[src/rtl/mem_copy_pkg.sv]
// Shared types and default sizes for the memory copy engine.
package mem_copy_pkg;
  localparam int MC_AW = 8;
  localparam int MC_DW = 16;

  typedef enum logic [1:0] {IDLE, RUN, DRAIN, FIN} state_e;
  typedef enum logic {ASC, DESC} dir_e;
endpackage

[src/rtl/mem_copy_addr_gen.sv]
// Loadable up/down address counter; wraps naturally modulo 2**AW.
module mem_copy_addr_gen
  import mem_copy_pkg::*;
#(
  parameter int AW = MC_AW
)
(
  input  logic          CLK,
  input  logic          RST,
  input  logic          load,
  input  logic [AW-1:0] load_addr,
  input  dir_e          load_dir,
  input  logic          step,
  output logic [AW-1:0] addr
);
  logic [AW-1:0] addr_reg;
  logic [AW-1:0] addr_next;
  dir_e          dir_reg;

  always_comb begin
    addr_next = addr_reg;
    if (load)
      addr_next = load_addr;
    else if (step)
      addr_next = (dir_reg == DESC) ? addr_reg - AW'(1) : addr_reg + AW'(1);
  end

  always_ff @(posedge CLK) begin
    if (RST) begin
      addr_reg <= '0;
      dir_reg  <= ASC;
    end else begin
      addr_reg <= addr_next;
      if (load)
        dir_reg <= load_dir;
    end
  end

  assign addr = addr_reg;
endmodule

[src/rtl/mem_copy_engine.sv]
// Overlap-safe block copy initiator for a sync memory, one word per cycle.
// Optional MEM_COPY_CHKSUM_EN adds a CHKSUM output summing every written word.
module mem_copy_engine
  import mem_copy_pkg::*;
#(
  parameter int AW = MC_AW,
  parameter int DW = MC_DW
)
(
  input  logic          CLK,
  input  logic          RST,
  input  logic          START,
  input  logic [AW-1:0] SRC,
  input  logic [AW-1:0] DST,
  input  logic [AW:0]   LEN,
  input  logic          ABORT,
  output logic          BUSY,
  output logic          DONE,
  output logic [AW:0]   COUNT,
  output logic [AW-1:0] R_ADDR,
  input  logic [DW-1:0] R_DATA,
  output logic [AW-1:0] W_ADDR,
  output logic [DW-1:0] W_DATA,
`ifdef MEM_COPY_CHKSUM_EN
  output logic [DW-1:0] CHKSUM,
`endif
  output logic          W_WE
);
  localparam logic [AW:0] MAX_LEN = {1'b1, {AW{1'b0}}};
  localparam logic [AW:0] LEN_ONE = {{AW{1'b0}}, 1'b1};

  state_e        state_reg;
  logic          busy_reg;
  logic          done_reg;
  logic          we_reg;
  logic [AW:0]   count_reg;
  logic [AW:0]   rd_left_reg;

  logic          start_ok;
  logic [AW:0]   len_c;
  logic [AW-1:0] diff;
  dir_e          dir;
  logic [AW-1:0] src_first;
  logic [AW-1:0] dst_first;
  logic          gen_load;
  logic          last_read;
  logic [AW-1:0] gen_first [2];
  logic          gen_step  [2];
  logic [AW-1:0] gen_addr  [2];

  // A new request is accepted whenever the engine is not busy, FIN included.
  assign start_ok  = START && ((state_reg == IDLE) || (state_reg == FIN));
  assign len_c     = (LEN > MAX_LEN) ? MAX_LEN : LEN;
  assign diff      = DST - SRC;
  assign dir       = ((DST > SRC) && ({1'b0, diff} < len_c)) ? DESC : ASC;
  assign src_first = (dir == DESC) ? SRC + len_c[AW-1:0] - AW'(1) : SRC;
  assign dst_first = (dir == DESC) ? DST + len_c[AW-1:0] - AW'(1) : DST;
  assign gen_load  = start_ok && (len_c != '0);
  assign last_read = (rd_left_reg == LEN_ONE);

  assign gen_first[0] = src_first;
  assign gen_first[1] = dst_first;
  // Dst only advances between two consecutive write cycles so W_ADDR lines up with R_DATA.
  assign gen_step[0]  = (state_reg == RUN) && !ABORT && !last_read;
  assign gen_step[1]  = (state_reg == RUN) && !ABORT && we_reg;

  generate
    for (genvar gi = 0; gi < 2; gi++) begin : g_addr
      mem_copy_addr_gen #(.AW(AW)) u_gen (
        .CLK       (CLK),
        .RST       (RST),
        .load      (gen_load),
        .load_addr (gen_first[gi]),
        .load_dir  (dir),
        .step      (gen_step[gi]),
        .addr      (gen_addr[gi])
      );
    end
  endgenerate

  always_ff @(posedge CLK) begin
    if (RST) begin
      state_reg   <= IDLE;
      busy_reg    <= 1'b0;
      done_reg    <= 1'b0;
      we_reg      <= 1'b0;
      count_reg   <= '0;
      rd_left_reg <= '0;
    end else begin
      done_reg <= 1'b0;
      if (we_reg)
        count_reg <= count_reg + (AW+1)'(1);
      case (state_reg)
        IDLE, FIN: begin
          state_reg <= IDLE;
          if (START) begin
            count_reg <= '0;
            if (len_c == '0) begin
              state_reg <= FIN;
              done_reg  <= 1'b1;
            end else begin
              state_reg   <= RUN;
              busy_reg    <= 1'b1;
              rd_left_reg <= len_c;
            end
          end
        end
        RUN: begin
          rd_left_reg <= rd_left_reg - (AW+1)'(1);
          if (ABORT) begin
            state_reg <= FIN;
            busy_reg  <= 1'b0;
            done_reg  <= 1'b1;
            we_reg    <= 1'b0;
          end else begin
            we_reg <= 1'b1;
            if (last_read)
              state_reg <= DRAIN;
          end
        end
        DRAIN: begin
          state_reg <= FIN;
          busy_reg  <= 1'b0;
          done_reg  <= 1'b1;
          we_reg    <= 1'b0;
        end
        default: state_reg <= IDLE;
      endcase
    end
  end

`ifdef MEM_COPY_CHKSUM_EN
  logic [DW-1:0] chk_reg;

  always_ff @(posedge CLK) begin
    if (RST)
      chk_reg <= '0;
    else if (start_ok)
      chk_reg <= '0;
    else if (we_reg)
      chk_reg <= chk_reg + W_DATA;
  end

  assign CHKSUM = chk_reg;
`endif

  assign BUSY   = busy_reg;
  assign DONE   = done_reg;
  assign COUNT  = count_reg;
  assign R_ADDR = gen_addr[0];
  assign W_ADDR = gen_addr[1];
  assign W_WE   = we_reg;
  assign W_DATA = we_reg ? R_DATA : '0;
endmodule

[config.mk]
export PLATFORM = sky130hd
export DESIGN_NAME = mem_copy_engine
export DESIGN_NICKNAME = d
export VERILOG_FILES = /design/src/rtl/mem_copy_pkg.sv /design/src/rtl/mem_copy_addr_gen.sv /design/src/rtl/mem_copy_engine.sv
export SDC_FILE = /design/constraint.sdc
export NUM_CORES = 1
export LEC_CHECK = 0
export CAP_MARGIN = 10
export CELL_PAD_IN_SITES_DETAIL_PLACEMENT = 0
export CELL_PAD_IN_SITES_GLOBAL_PLACEMENT = 1
export CORE_ASPECT_RATIO = 1.5
export CORE_MARGIN = 2
export CORE_UTILIZATION = 30
export CTS_CLUSTER_DIAMETER = 100
export DETAILED_ROUTE_END_ITERATION = 6
export PLACE_DENSITY = 0.68
export SLEW_MARGIN = 25
export SYNTH_ARGS = -nofsm -noshare
export SYNTH_HDL_FRONTEND = slang
export SYNTH_SLANG_ARGS = --single-unit
export TNS_END_PERCENT = 1
[constraint.sdc]
create_clock -name CLK -period 5.7 [get_ports CLK]
set_input_delay 1.14 -clock CLK [delete_from_list [all_inputs] [get_ports CLK]]
set_output_delay 1.14 -clock CLK [all_outputs]
set_load 0.03 [all_outputs]
# Word-level counts from Yosys, hierarchy flattened
# Cells that the tools add are included.
# op_classes
n_mux,32
n_reduce_logical,19
eq_ne,8
addsub,11
order_cmp,3
# ops
op,n
$mux 8,8
$mux 9,6
$sub 8x1->8 const B,4
$pmux 9 s2,1
$add 8x1->8 const B,2
$add 8x8->8,2
$mux 16,1
$add 9x1->9 const B,1
$eq 9x1->1 const B,1
$gt 9x9->1 const B,1
$logic_not 9->1,1
$lt 8x9->1,1
$reduce_bool 9->1,1
$sub 9x1->9 const B,1
$gt 8x8->1,1
$mux 1,8
$mux 2,4
$reduce_bool 2->1,4
$sub 8x8->8,1
$logic_and 1x1->1,6
$ne 2x2->1 const B,3
$pmux 1 s3,2
$pmux 2 s3,1
$reduce_and 3->1,2
other kinds (8),10
# word_totals
inputBits,45
output_inout_bits,44
regBits,40
word_cells,82

# Longest topological paths before layout
# Gate-level depths: netlist of run 1.
# logic_depth
word_depth,7
ltp_mapped,18
mapped_depth_nobuf,17

# Modules after synthesis
# A second synthesis of run 1 with hierarchy kept.
# hier_totals
cells_unflattened,541
area_unflattened_um2,4220.3
# by_module_without_submodules
module,area_each_um2,cells_per_inst,instances,seq_area_each_um2
mem_copy_engine,2871.5,383,1,460.4
mem_copy_addr_gen,674.4,79,2,180.2

# Least setup slack after synthesis of run 1
# Ideal clock, no wire load.
# synth_path
kind,input -> register
start,input DST[0]
end,register g_addr[0].u_gen.addr_reg[7]
t_arrival_ns,3.999
n_path_buf,0
required_ns,5.634
stages,15
setup_ns,0.066
path_slack_ns,1.635
path_cell_list,inv_1 > ha_1 > fa_1 > nand2b_1 > a21oi_1 > a21o_1 > a21oi_1 > xnor2_1 > ha_1 > and4_4 > a211oi_4 > o311ai_4 > or3_1 > a31oi_1 > a21boi_2
# synth_via
elab_chain_len,6
elab_cells_between_ends,7
cone_classes,add/sub: 1; order compare: 2; mux: 3; reduce/logical: 1
# synth_rtl
item,line_no,rtl
start: declaration,mem_copy_engine.sv:14,"input logic [AW-1:0] DST,"
$sub 8x8->8,mem_copy_engine.sv:54,assign diff = DST - SRC;
$lt 8x9->1,mem_copy_engine.sv:55,"assign dir = ((DST > SRC) && ({1'b0, diff} < len_c)) ? DESC : ASC;"
$logic_and 1x1->1 (*),mem_copy_engine.sv:55,
$mux 1 (*),mem_copy_engine.sv:55,
$mux 8 (*),mem_copy_engine.sv:56,assign src_first = (dir == DESC) ? SRC + len_c[AW-1:0] - AW'(1) : SRC;
$mux 8 (*),mem_copy_addr_gen.sv:22,if (load)
end signal: assignment,mem_copy_addr_gen.sv:33,addr_reg <= addr_next;
end: declaration,mem_copy_addr_gen.sv:16,logic [AW-1:0] addr_reg;
# Mark *: on every way between the ends. The rest lies on a longest branch, timed or not.
# A chain may end at the register's enable or synchronous reset.

# Worst setup path after layout of run 1
# layout_path
start,input SRC[1]
end,register g_addr[0].u_gen.addr_reg[7]
# layout_via
elab_chain_len,6
elab_cells_between_ends,9
cone_classes,add/sub: 3; order compare: 2; mux: 3; reduce/logical: 1
# layout_rtl
item,line_no,rtl
start: declaration,mem_copy_engine.sv:13,"input logic [AW-1:0] SRC,"
$sub 8x8->8,mem_copy_engine.sv:54,
$lt 8x9->1,mem_copy_engine.sv:55,
$logic_and 1x1->1,mem_copy_engine.sv:55,
$mux 1,mem_copy_engine.sv:55,
$mux 8 (*),mem_copy_engine.sv:56,
$mux 8 (*),mem_copy_addr_gen.sv:22,
# Marks and branches as above.

==> results of run 1 <==
==> cell usage in the layout, fill, tap and decap left out, types with 2 or more instances in the layout <==
cell type	n
nor2_1	54
nand2b_1	6
o22ai_1	5
and3_1	2
fa_1	5
nand4_1	7
nand3_1	7
nor3_1	20
clkdlybuf4s50_1	88
a211oi_1	26
o21a_1	5
dfxtp_1	40
a21o_1	5
nor2b_1	11
mux2i_1	9
o21bai_1	2
or3_1	3
xnor2_1	20
buf_4	3
clkbuf_16	5
nand2_1	38
a21boi_2	2
or4_1	2
inv_1	55
o21ai_0	27
ha_1	58
nor4_1	2
a31oi_1	3
nor3b_1	5
xor2_1	12
a21oi_1	32
o211ai_1	3
a22oi_1	5
and2_1	17
==> worst min-delay path by stage <==
stage	to	startpoint	slack, ns
floorplan	rd_left_reg[7]	rd_left_reg[7]	0.47
detailed placement	rd_left_reg[7]	rd_left_reg[7]	0.50
finish	rd_left_reg[7]	rd_left_reg[7]	0.51
global placement	rd_left_reg[7]	rd_left_reg[7]	0.50
global route	rd_left_reg[7]	rd_left_reg[7]	0.53
CTS	rd_left_reg[7]	rd_left_reg[7]	0.52
==> per-stage QoR <==
step / area, sq um / power, mW / utilization [%] / hold WS, ns / worst slack (ns)
floorplan: 3990 / 1.22 / - / 0.466 / 1.64
global placement: 5030 / 1.55 / 38.6 / 0.499 / 0.721
detailed placement: 5030 / 1.56 / 38.6 / 0.504 / 0.662
CTS: 5160 / 1.84 / 39.7 / 0.517 / 0.945
global route: 5160 / 1.99 / 39.7 / 0.532 / 0.612
finish: 5160 / 1.83 / 39.7 / 0.512 / 0.934
==> cell usage after synthesis, drive strengths merged (11+ instances only) <==
library cell	instances
o21ai	28
inv	56
clkbuf	14
nor3	20
a211oi	27
nor2	54
nor2b	11
a21oi	32
dfxtp	40
ha	58
xor2	12
nand2	38
and2	17
xnor2	20
==> layout make-up <==
cell class	instances	share of cell area [%]
Multi-Input combinational cell	409	56.4
Timing Repair Buffer	91	17.5
Sequential cell	40	15.5
Inverter	56	4.07
Tap cell	159	3.85
Clock buffer	5	2.42
Clock inverter	2	0.242
==> logic make-up (layout without fill, tap and decap cells) <==
group	Yosys count	in the layout	share of synthesized area, %
flops	40	40	20.1
xor+xnor	32	32	7.03
buf+inv	72	154	6.90
mux	10	10	2.54
compound gates	125	125	20.7
simple gates	179	179	22.1
fa+ha+maj	63	63	20.7
==> power by group through the flow <==
stage / logic (mW) / clock network [mW] / registers (mW)
detailed placement: 1.11 / 0 / 0.457
global route: 1.23 / 0.290 / 0.466
finish: 1.11 / 0.273 / 0.451
floorplan: 0.705 / 0 / 0.518
global placement: 1.09 / 0 / 0.456
CTS: 1.11 / 0.279 / 0.451
==> worst reg2reg max path, delay by kind of cell (launching register included) <==
family / cells / cell delay, ns
AO/OA/AOI/OAI: 3 / 0.45
adder cells (fa/ha/maj): 1 / 0.49
buffers and inverters: 2 / 0.40
flip-flops: 1 / 0.33
AND/OR/NAND/NOR: 3 / 1.17
==> layer usage <==
layer / vias up / part of all wire (%)
met1: 1747 / 43
met2: 82 / 52
met5: - / 0
met4: 0 / 1.3
met3: 8 / 3.4
li1: 1993 / -
==> flow_summary.ini, run 1 <==
[global_routing]
grt_first_pass_wirelength_mm = 18.9
antenna_found_initial = 0
grt_use_met3_pct = 1.64
grtUsageMet1_pct = 19.3
grt-ovfl-total = 0
grt_start_max_net_pins = 31
grt_use_total_pct = 16.0
grt_busiest_layer = met2
grt_pass1_vias = 3845
met2_usage_pct = 29.8

[sta]
max_slew_margin_pct = 33.4
setup_tns_ns = 0
period_share_pct = 83.6
finClkSkew_ns = 0.00935
hold_violations = 0
fin_crit_ns = 4.77
rsz0062_at_grt = false
setup_violations = 0
fmax_mhz = 210
tightest_slew_ns = 0.992
finalMaxSlewViolations = 0

[setup_path]
start_kind = input port
crit_family = compound AO/OA/AOI/OAI gates
path_max_fanout = 21
reg2reg_from = state_reg[1]
critPathMaxStageDelay_ns = 0.54
endpoint = g_addr[0].u_gen.addr[7]
crit_cells = 18
startpoint = SRC[1]
reg2reg_depth = 9
worst_r2r_endpoint = g_addr[1].u_gen.addr[6]
crit_buf_inv = 2
cp.arrival_ns = 4.98
crit_slowest_cell = clkdlybuf4s50_1
critPathRequiredTime_ns = 5.91
r2r_slack_ns = 2.80
end_kind = register
crit_type = input port to register
worstPathCellList = clkdlybuf4s50_1 -> inv_1 -> ha_1 -> nor2b_1 -> o21ai_0 -> nand2b_1 -> a21o_1 -> nand2_1 -> a211oi_1 -> xor2_1 -> ha_1 -> a21oi_1 -> a21oi_1 -> a211oi_4 -> o311ai_4 -> or3_1 -> a31oi_1 -> a21boi_2

[yosys]
yosysWarnings = 0
synthFlopType = dfxtp_1
synth_area_leaders = dfxtp_1 (20%), ha_1 (18%), inv_1 (5.2%)
yosysSeqAreaShare_pct = 20.1
ys_ff_latch = 40
synthesis.nets = 629
synth_cells = 521
synth_top_area_cell = dfxtp_1
async_reset_ff_share_pct = 0
netlist-cell-type-count = 51
syn_area_sq_um = 3990
postSynthAreaPerCell_sq_um = 7.66
synthDominantCellAreaShare_pct = 20.1
synth-edff-count = 0

[placed_design]
port_buffers = 88
place_inst = 755
place_congestion = 0.869
hpwl_mm = 9.29

[clock_network]
cts-resized-gates = 0
clkLatencyLatePin_ns = 0.28
cts_setup_buffers = 0
cts_buffers = 5
ctsHoldBuffers = 0
cts_tree = yes
clock_path_buffers = 2
htree_levels = 2
root_buffer = clkbuf_16
clock-sinks = 40
cts.clk_slew.worst_paths_ns = 0.06

[die]
num_io_pins = 89
core_area_sq_um = 13000
fp.dieW_um = 98.2
dieHeight_um = 145
start_util_pct = 30.6
rows = 51
dieArea_sq_um = 14300

[route]
drt_iter0_drc = 140
finalWirelength_mm = 11.3
wire_per_inst_um = 14.9
vias_per_cell = 5.03
drt_pass1_iterations = 4
antenna_left = 0
vias = 3830
route.detailed.drc = 0

[power_and_ir_drop]
seqPwrFrac_pct = 24.6
powerDensity_nw_per_um2 = 355
leakage_nw = 2.18
netSwitchingFraction_pct = 46.3
irDropWorstVdd_uv = 113
p_comb_share_pct = 60.4
power.switching_mw = 0.848
p_int_mw = 0.983
clkPwrFrac_pct = 14.9

[outcome]
outcome = completed

[finish]
drive_gt1_share_pct = 2.99
multiInputGateArea_sq_um = 2910
largest_reg_flops = 16
n_fill_cell = 1406
syn2layout_area_growth_pct = 29.5
n_antenna_cell = 0
final-instance-count-excl-fill = 762
seq_area_sq_um = 801
nNetsFinal = 711

[run]
maxCapViolations = 0

[min_path]
hold_path_depth = 2
holdCritPathClass = register to register
Power figures use the tool's default switching activity.
==> run 2: changes to the inputs <==
--- a/config.mk
+++ b/config.mk
@@ -13,7 +13,7 @@
 export CORE_UTILIZATION = 30
 export CTS_CLUSTER_DIAMETER = 100
 export DETAILED_ROUTE_END_ITERATION = 6
-export PLACE_DENSITY = 0.68
+export PLACE_DENSITY = 0.7
 export SLEW_MARGIN = 25
 export SYNTH_ARGS = -nofsm -noshare
 export SYNTH_HDL_FRONTEND = slang
==> constraint.sdc (replaced) <==
create_clock -name CLK -period 4.29 [get_ports CLK]
set_input_delay 0.858 -clock CLK [delete_from_list [all_inputs] [get_ports CLK]]
set_output_delay 0.858 -clock CLK [all_outputs]
set_load 0.03 [all_outputs]
==> run 2 against run 1 <==
Net effect:
- sequential share of layout area fell by 0.36 points
- critical path type unchanged
- wire length rose by 0.46%
- clock skew fell by 0.0011 ns
==> flow_summary.ini, run 2 (synthesized netlist as in run 1, its figures left out) <==
[placed_design]
port_buffers = 88
place_congestion = 0.845
hpwl_mm = 9.59

[clock_network]
clock-sinks = 40
clkLatencyLatePin_ns = 0.28
cts_tree = yes
cts_setup_buffers = 0
cts_buffers = 5
ctsHoldBuffers = 0
clock_path_buffers = 2
root_buffer = clkbuf_16
htree_levels = 2
cts.clk_slew.worst_paths_ns = 0.06

[finish]
n_fill_cell = 1369
n_antenna_cell = 0
drive_gt1_share_pct = 5.83
syn2layout_area_growth_pct = 32.6
mostFrequentLayoutCells = clkdlybuf4s50_1 (87), ha_1 (58), inv_1 (55)
final_common_cell = clkdlybuf4s50_1
largest_reg_flops = 16
nNetsFinal = 725

[run]
maxCapViolations = 0

[global_routing]
grt_use_total_pct = 15.8
grt_first_pass_wirelength_mm = 18.6
grt_pass1_vias = 3893
grt_start_max_net_pins = 25
grtUsageMet1_pct = 17.8
antenna_found_initial = 0
grt-ovfl-total = 0
grt_busiest_layer = met2
met2_usage_pct = 30.5
grt_use_met3_pct = 1.73

[setup_path]
path_max_fanout = 8
start_kind = input port
crit_slowest_cell = clkdlybuf4s50_1
critPathRequiredTime_ns = 4.50
crit_type = input port to register
end_kind = register
crit_buf_inv = 3
crit_family = compound AO/OA/AOI/OAI gates
critPathMaxStageDelay_ns = 0.51
worstPathCellList = clkdlybuf4s50_1 -> inv_1 -> ha_1 -> fa_1 -> nand2b_1 -> a21oi_2 -> a21o_1 -> a21oi_1 -> xnor2_1 -> ha_1 -> and4_4 -> a211oi_4 -> o311ai_4 -> buf_4 -> o31a_1 -> a211oi_2
crit_top_cell = ha_1
cp.arrival_ns = 4.35

[min_path]
holdCritPathClass = register to register

[outcome]
outcome = completed

[sta]
period_share_pct = 96.6
hold_violations = 0
finClkSkew_ns = 0.00829
max_slew_margin_pct = 41.7
setup_violations = 0
tightest_slew_ns = 0.869
fmax_mhz = 241
whs_ns = 0.513
fin_crit_ns = 4.14
finalMaxSlewViolations = 0

[route]
drt_iter0_drc = 123
vias = 3876
drt_pass1_iterations = 4
finalWirelength_mm = 11.4
antenna_left = 0
vias_per_cell = 4.99
route.detailed.drc = 0
wire_per_inst_um = 14.7

[die]
dieArea_sq_um = 14300
dieHeight_um = 145
num_io_pins = 89
core_area_sq_um = 13000
rows = 51
start_util_pct = 30.6
fp.dieW_um = 98.2

[power_and_ir_drop]
totalPowerFinal_mw = 2.47
irDropWorstVdd_uv = 192
leakage_nw = 2.26
powerDensity_nw_per_um2 = 466
## run 2: worst min-delay path, cell delays in order (launching register included)
cell     delay, ns
dfxtp_1       0.31
a21oi_1       0.11
nor3_1        0.05
## run 2: timing repair
| action | in CTS | in global routing |
|---|---|---|
| endpoints found under the hold margin | 0 | 0 |
| setup endpoints to repair | 0 | 14 |
| resized for setup | 0 | 6 |
## run 2: final timing paths
check | startpoint | to | slack (ns) | cells past startpoint
setup / recovery | DST[0] | g_addr[1].u_gen.addr[4] | 0.15 | 16
hold / removal | BUSY | BUSY | 0.51 | 2
setup reg to reg | state_reg[1] | g_addr[1].u_gen.addr[6] | 1.43 | 9
hold reg to reg | BUSY | BUSY | 0.51 | 2
## run 2: layout make-up
class	instances	area [sq um]	area share, %
repair buffers	105	1010	19.1
clock inverters	2	12.5	0.237
multi-input cells	409	2930	55.4
inverters	56	210	3.98
flip-flops and latches	40	801	15.1
well taps	159	199	3.76
clock buffers	5	125	2.37
## run 2: power by group
| group | internal (mW) | switching [mW] | leakage [nW] | total [mW] |
|---|---|---|---|---|
| Sequential | 0.477 | 0.124 | 0.328 | 0.601 |
| Clock | 0.211 | 0.146 | 0.0657 | 0.357 |
| Combinational | 0.647 | 0.862 | 1.86 | 1.51 |
## run 2: metrics by stage
stage / std cells / util [%] / area, sq um / setup WS (ns) / TNS (ns)
floorplan: 521 / - / 3990 / 0.507 / 0
global placement: 769 / 39.4 / 5130 / -0.0970 / -0.419
detailed placement: 769 / 39.4 / 5130 / -0.192 / -1.66
CTS: 776 / 40.5 / 5270 / 0.109 / 0
global route: 776 / 40.6 / 5290 / -0.000572 / -0.000572
finish: 776 / 40.6 / 5290 / 0.146 / 0
## run 2: metal layers
metal  share of wire [%]  vias up
met5                   0        -
met4                 2.1        0
met3                 3.2       15
met2                  53       77
met1                  41     1761
li1                    -     2023
